===== src/rtl/key_event_arbiter.sv =====
// key_event_arbiter: shared-tick debouncer for active-low keys, with a
// round-robin arbiter that feeds a 4-entry press-event FIFO.
module key_event_arbiter #(
  parameter int NUM_KEYS   = 4,
  parameter int TICK_DIV   = 1_000_000,
  parameter int DEB_TICKS  = 2,
  parameter int FIFO_DEPTH = 4
) (
  input  logic                clk,
  input  logic                rst_n,
  input  logic [NUM_KEYS-1:0] key_n,
  input  logic                evt_ready,
  input  logic                ovf_clr,
  output logic                evt_valid,
  output logic [1:0]          evt_key,
  output logic [3:0]          press_total,
  output logic                overflow
);

  localparam int PW = (TICK_DIV > 1) ? $clog2(TICK_DIV) : 1;
  localparam int DW = (DEB_TICKS > 1) ? $clog2(DEB_TICKS) : 1;

  logic [NUM_KEYS-1:0] sync1;
  logic [NUM_KEYS-1:0] sync2;
  logic [NUM_KEYS-1:0] lvl;
  logic [NUM_KEYS-1:0] stable;
  logic [NUM_KEYS-1:0] press_q;
  logic [NUM_KEYS-1:0] pending;
  logic [NUM_KEYS-1:0] gnt;
  logic [NUM_KEYS-1:0] drop;
  logic [DW-1:0]       dcnt [NUM_KEYS];
  logic [PW-1:0]       pcnt;
  logic                tick;

  logic [1:0]          last_grant;
  logic [1:0]          gidx;
  logic                found;

  logic [1:0]          mem [FIFO_DEPTH];
  logic [1:0]          wr_ptr;
  logic [1:0]          rd_ptr;
  logic [2:0]          count;
  logic                full;
  logic                push;
  logic                pop;

  assign lvl  = ~sync2;
  assign tick = (pcnt == PW'(TICK_DIV - 1));

  always_ff @(posedge clk or negedge rst_n) begin
    if (!rst_n) begin
      sync1 <= '1;
      sync2 <= '1;
    end else begin
      sync1 <= key_n;
      sync2 <= sync1;
    end
  end

  always_ff @(posedge clk or negedge rst_n) begin
    if (!rst_n) begin
      pcnt <= '0;
    end else if (tick) begin
      pcnt <= '0;
    end else begin
      pcnt <= pcnt + 1'b1;
    end
  end

  // press_q pulses on the same edge the stable state flips to pressed
  always_ff @(posedge clk or negedge rst_n) begin
    if (!rst_n) begin
      stable  <= '0;
      press_q <= '0;
      for (int i = 0; i < NUM_KEYS; i++) dcnt[i] <= '0;
    end else begin
      press_q <= '0;
      if (tick) begin
        for (int i = 0; i < NUM_KEYS; i++) begin
          if (lvl[i] == stable[i]) begin
            dcnt[i] <= '0;
          end else if (dcnt[i] == DW'(DEB_TICKS - 1)) begin
            stable[i]  <= lvl[i];
            dcnt[i]    <= '0;
            press_q[i] <= lvl[i];
          end else begin
            dcnt[i] <= dcnt[i] + 1'b1;
          end
        end
      end
    end
  end

  assign full = (count == 3'(FIFO_DEPTH));

  always_comb begin
    int idx;
    idx   = 0;
    found = 1'b0;
    gidx  = '0;
    if (!full) begin
      for (int k = 1; k <= NUM_KEYS; k++) begin
        idx = (int'(last_grant) + k) % NUM_KEYS;
        if (!found && pending[idx]) begin
          found = 1'b1;
          gidx  = 2'(idx);
        end
      end
    end
  end

  assign gnt  = found ? (NUM_KEYS'(1) << gidx) : '0;
  assign drop = press_q & pending & ~gnt;
  assign push = found;
  assign pop  = evt_valid & evt_ready;

  always_ff @(posedge clk or negedge rst_n) begin
    if (!rst_n) begin
      pending    <= '0;
      last_grant <= 2'(NUM_KEYS - 1);
      overflow   <= 1'b0;
    end else begin
      pending <= (pending & ~gnt) | press_q;
      if (found) last_grant <= gidx;
      if (|drop) begin
        overflow <= 1'b1;
      end else if (ovf_clr) begin
        overflow <= 1'b0;
      end
    end
  end

  always_ff @(posedge clk or negedge rst_n) begin
    if (!rst_n) begin
      wr_ptr      <= '0;
      rd_ptr      <= '0;
      count       <= '0;
      press_total <= '0;
      for (int i = 0; i < FIFO_DEPTH; i++) mem[i] <= '0;
    end else begin
      if (push) begin
        mem[wr_ptr] <= gidx;
        wr_ptr      <= wr_ptr + 1'b1;
      end
      if (pop) begin
        rd_ptr      <= rd_ptr + 1'b1;
        press_total <= press_total + 1'b1;
      end
      case ({push, pop})
        2'b10:   count <= count + 1'b1;
        2'b01:   count <= count - 1'b1;
        default: count <= count;
      endcase
    end
  end

  assign evt_valid = (count != 3'd0);
  assign evt_key   = mem[rd_ptr];

endmodule

===== config.mk =====
export PLATFORM = sky130hd
export DESIGN_NAME = key_event_arbiter
export DESIGN_NICKNAME = d
export VERILOG_FILES = /design/src/rtl/key_event_arbiter.sv
export SDC_FILE = /design/constraint.sdc
export NUM_CORES = 1
export LEC_CHECK = 0
export BUFFER_PORTS_ARGS = -buffer_cell sky130_fd_sc_hd__buf_2
export CORE_ASPECT_RATIO = 0.5
export CORE_UTILIZATION = 35
export DETAILED_ROUTE_END_ITERATION = 6
export PLACE_DENSITY = 0.57
export SYNTH_ARGS = -nofsm -noshare
export SYNTH_HDL_FRONTEND = slang
export SYNTH_SLANG_ARGS = --single-unit
export TNS_END_PERCENT = 20

===== constraint.sdc =====
create_clock -name clk -period 5.3 [get_ports clk]
set_clock_uncertainty 0.15 [all_clocks]
set_input_delay 0.53 -clock clk [delete_from_list [all_inputs] [get_ports clk]]
set_output_delay 0.53 -clock clk [all_outputs]
set_load 0.03 [all_outputs]

==> results <==
- 16 I/O pins were placed.
- The share of layout cells above drive strength 1 is 0.187.
- The share of synthesized flip-flops with an asynchronous set or reset is 1.00.
- Setup repair after global routing left no endpoint under its margin.
- The die is 131 um wide.
- The synthesized netlist cell count is 257.
- The root buffer cell is clkbuf_16.
- The number of violations reported at the end of detailed-routing iteration 0 is 70.
- The final routed wire length divided by cell count is 12.6 um.
- Max-cap violations in this run came to 0.
- After detailed routing, the total wire length is 4980 um.
- In the routed layout, each cell is associated on average with a via count of 4.78.
- The largest total area in the synthesized netlist belongs to dfrtp_1.
- The final reports fail on design-rule violations.
- The total of warnings raised by yosys is 0.
- For this run, the leading register cell type out of synthesis is dfrtp_1.
- The clock share of power is 0.428.
- The worst min-delay path class is input port to flip-flop.
- The worst ir drop on vdd is 0.143 mV.
- The number of global-route vias before repair is 1922.
- The unique cell type count in the Yosys netlist is 43.
- The flow ran to the end, but the final reports show violations.
- In the routed design, unresolved DRC markers number 1.
- The final count of pins violating max slew is 0.
- The die covers 8740 um2.
- Clock-pin slew was measured on the worst setup and hold paths at 0.05 ns.
- The count of final hold-check violations is 0.
- The final RePlAce weighted congestion is 0.771.
- Of the total synthesized cell area, the portion taken by XOR and XNOR cells is 0.0779.
- For this configuration, the core starts out at a cell density of 0.363.
- Yosys attributes the largest share of cell area to dfrtp_1 (48%), dfstp_2 (9.0%), xnor2_1 (4.5%), nand2_1 (3.9%), xor2_1 (3.3%).
- The clock insertion delay at the later pin of the skew report is 0.33 ns.
- Of the total power, combinational logic draws 0.133.
- Along the worst path, the maximum fanout reaches 10.
- The total setup violations reported at the end of the flow is 0.
- The nature of the critical path endpoint is a flip-flop.
- The analysis attributes to net switching a power of 0.000344 W.
- The mapped cell area is 2920 um2.
- The total power is 0.00134 W.
- Once the clock tree was built, the setup fixing pass inserted 0 buffers.
- TritonCTS built the clock tree.
- For the pin with the worst max-slew slack, the measured transition is 0.880 ns.
- The compound-gate portion of the synthesized area is 0.0822.
- Measured along the y axis, the die boundary spans 66.6 um.
- The per-instance average area after synthesis is 11.4 um2.
- In the final timing run, aggregate negative setup slack is 0 ns.
- The number of synthesized flops with an enable pin is 0.
- The sequential share of power is 0.438.
- TritonCTS created 9 clock buffers.
- The number of placement rows is 23.
- Counting the fill cells in the layout gives 765.
- The kind of launch point of the worst setup path is a flip-flop.
- No sink is reached through more buffers than the 2 on the longest clock path.
- The detail route stage leaves a number of antenna-violating nets equal to 0.
- The setup path with the least slack is of type flip-flop to flip-flop.
- Final hold analysis gives a worst-case slack of 0.150 ns.
- The leftover overflow at the end of global routing is 0.
- The number of sinks handled by clock tree synthesis is 66.
- For this design, the CTS-stage hold fixing added 0 buffers.
- The relative slew slack is 0.409.
- The areal power density over the cells is 394 nW/um2.
- The post-synthesis adder-cell area fraction is 0.0368.
- During placement, the flow inserted port buffers numbering 15.
- The first-pass GRT wire length is 8540 um.
- The reported leakage power is 1.52 nW.
- The post-synthesis net count is 273.
- The worst endpoint data arrival time is 2.55 ns.
- The global router's overall resource usage is 0.129.
- Synthesis inferred 66 register bits.
- Relative to the synthesized area, the layout overhead comes to 16.6%.
- Summed over all nets, the half-perimeter wirelength after detailed placement is 3340 um.
- The initial antenna violation count is 0.
- Derived from the worst setup path, the maximum achievable clock frequency is 407 MHz.
- The antenna diode count is 0.
- The placeable core region is 8060 um2.
- The maximum number of pins on one net before global-route repair is 67.
- The period utilization is 0.463.
- Of the total synthesized cell area, the portion taken by AND, OR, NAND and NOR gates is 0.173.
- The detailed router placed 1894 vias in this run.
- Internal power comes to 0.000998 W.
- The quantity of gates resized following cts is 0.
- The share of synthesized area in the top cell type comes to 0.480.
- The detailed-router iteration count before antenna repair is 6.
- Data on the critical path is required at its endpoint by 5.40 ns.
- The final-stage net count is 295.
- The sequential element share of the synthesized area is 0.570.
- The multiplexer area fraction after synthesis is 0.0368.
- The time the final worst path needs with I/O delays and setup is 2.46 ns.
- The main combinational cell family by area after synthesis is simple AND/OR/NAND/NOR gates.
- The switching portion of total power is 0.256.
- The number of H-tree levels is 3.
## per-stage QoR
stage	setup slack [ns]	instance area, um2	utilization	std cells
final	2.84	3410	0.423	396
after global routing	2.60	3410	0.423	396
after CTS	2.81	3410	0.423	396
after detailed placement	2.83	3120	0.387	380
after global placement	2.89	3120	0.387	380
after floorplan	2.96	2920	-	257
## kinds of logic after synthesis
logic type	count (synthesis)
AO/OA/AOI/OAI	38
XOR/XNOR	26
adder cells (fa/ha/maj)	8
buffers and inverters	16
flip-flops	66
multiplexers	8
AND/OR/NAND/NOR	95
## synthesized netlist by cell type, types with 2 or more instances
cell and count:
ha_1 7, o211ai_1 3, clkbuf_1 3, nand4_1 5, inv_1 11, mux2_2 2, o21ai_0 17, nand3_1 12
and2_1 2, nor3_1 6, o21ai_1 4, a21o_1 3, xor2_1 11, a21oi_1 2, nand2_1 30, dfrtp_1 56
nor2_1 14, mux4_2 2, nor3b_1 2, xnor2_1 15, nand2b_1 7, and3_1 6, o21ai_2 4, dfstp_2 10
mux2i_1 4, and4_1 2
## per-layer routing
layer	track usage	up-vias	part of all wire
met5	0	-	0
met4	0.0853	0	0.025
met3	0.0411	10	0.027
met2	0.225	19	0.48
met1	0.138	935	0.47
li1	-	930	-
## power by group through the flow
stage	Clock (W)	Combinational (W)	Sequential (W)
floorplan	0	0.0000988	0.000620
global placement	0	0.000172	0.000593
detailed placement	0	0.000180	0.000597
CTS	0.000590	0.000182	0.000589
global route	0.000609	0.000198	0.000594
finish	0.000575	0.000179	0.000588
## cells in the final DEF, fill, tap and decap left out, types with 3 or more instances in the layout
| master | n |
|---|---|
| buf_2 | 15 |
| clkbuf_1 | 3 |
| dfrtp_1 | 56 |
| and3_1 | 6 |
| ha_1 | 7 |
| nor3_1 | 6 |
| xnor2_1 | 15 |
| dfstp_2 | 10 |
| o21ai_2 | 4 |
| o21ai_1 | 4 |
| inv_1 | 11 |
| clkbuf_16 | 9 |
| o21ai_0 | 17 |
| nand2b_1 | 7 |
| nand3_1 | 12 |
| a21o_1 | 3 |
| o211ai_1 | 3 |
| mux2i_1 | 4 |
| xor2_1 | 11 |
| nor2_1 | 14 |
| nand4_1 | 5 |
| nand2_1 | 30 |
## flip-flops by register name, indices dropped and copies added (netlist names)
name         count
press_total      4
stable           4
pcnt            20
dcnt             4
sync2            4
pending          4
sync1            4
overflow         1
mem              8
press_q          4
rd_ptr           2
wr_ptr           2
count            3
last_grant       2
## worst max-delay path, stage by stage, from the launching register on
cell     delay, ns
dfrtp_1       0.40
nor3b_1       0.37
a21oi_1       0.25
inv_1         0.15
ha_1          0.19
inv_1         0.06
fa_1          0.37
xor2_1        0.16
nor2_1        0.11
xor2_1        0.15
## final cells by class
class / instances / area [um2] / area share
Clock buffer: 13 / 250 / 0.0734
Multi-Input combinational cell: 175 / 1190 / 0.349
Sequential cell: 66 / 1660 / 0.488
Inverter: 11 / 41.3 / 0.0121
Tap cell: 112 / 140 / 0.0411
Timing Repair Buffer: 16 / 82.6 / 0.0242
Clock inverter: 3 / 40.0 / 0.0118
## path summary, 6_finish.rpt
check / from / endpoint / slack [ns] / cells after the start
max in group asynchronous: rst_n / press_q[3]$_DFF_PN0_ / 4.24 / 2
setup / recovery: count[0]$_DFFE_PN0P_ / count[2]$_DFFE_PN0P_ / 2.84 / 9
hold / removal: key_n[1] / sync1[1]$_DFF_PN1_ / 0.15 / 1
hold reg to reg: sync1[1]$_DFF_PN1_ / sync2[1]$_DFF_PN1_ / 0.20 / 0
min in group asynchronous: rst_n / press_total[1]$_DFFE_PN0P_ / 0.24 / 2
setup reg to reg: count[0]$_DFFE_PN0P_ / count[2]$_DFFE_PN0P_ / 2.84 / 9
Power figures use the tool's default switching activity.
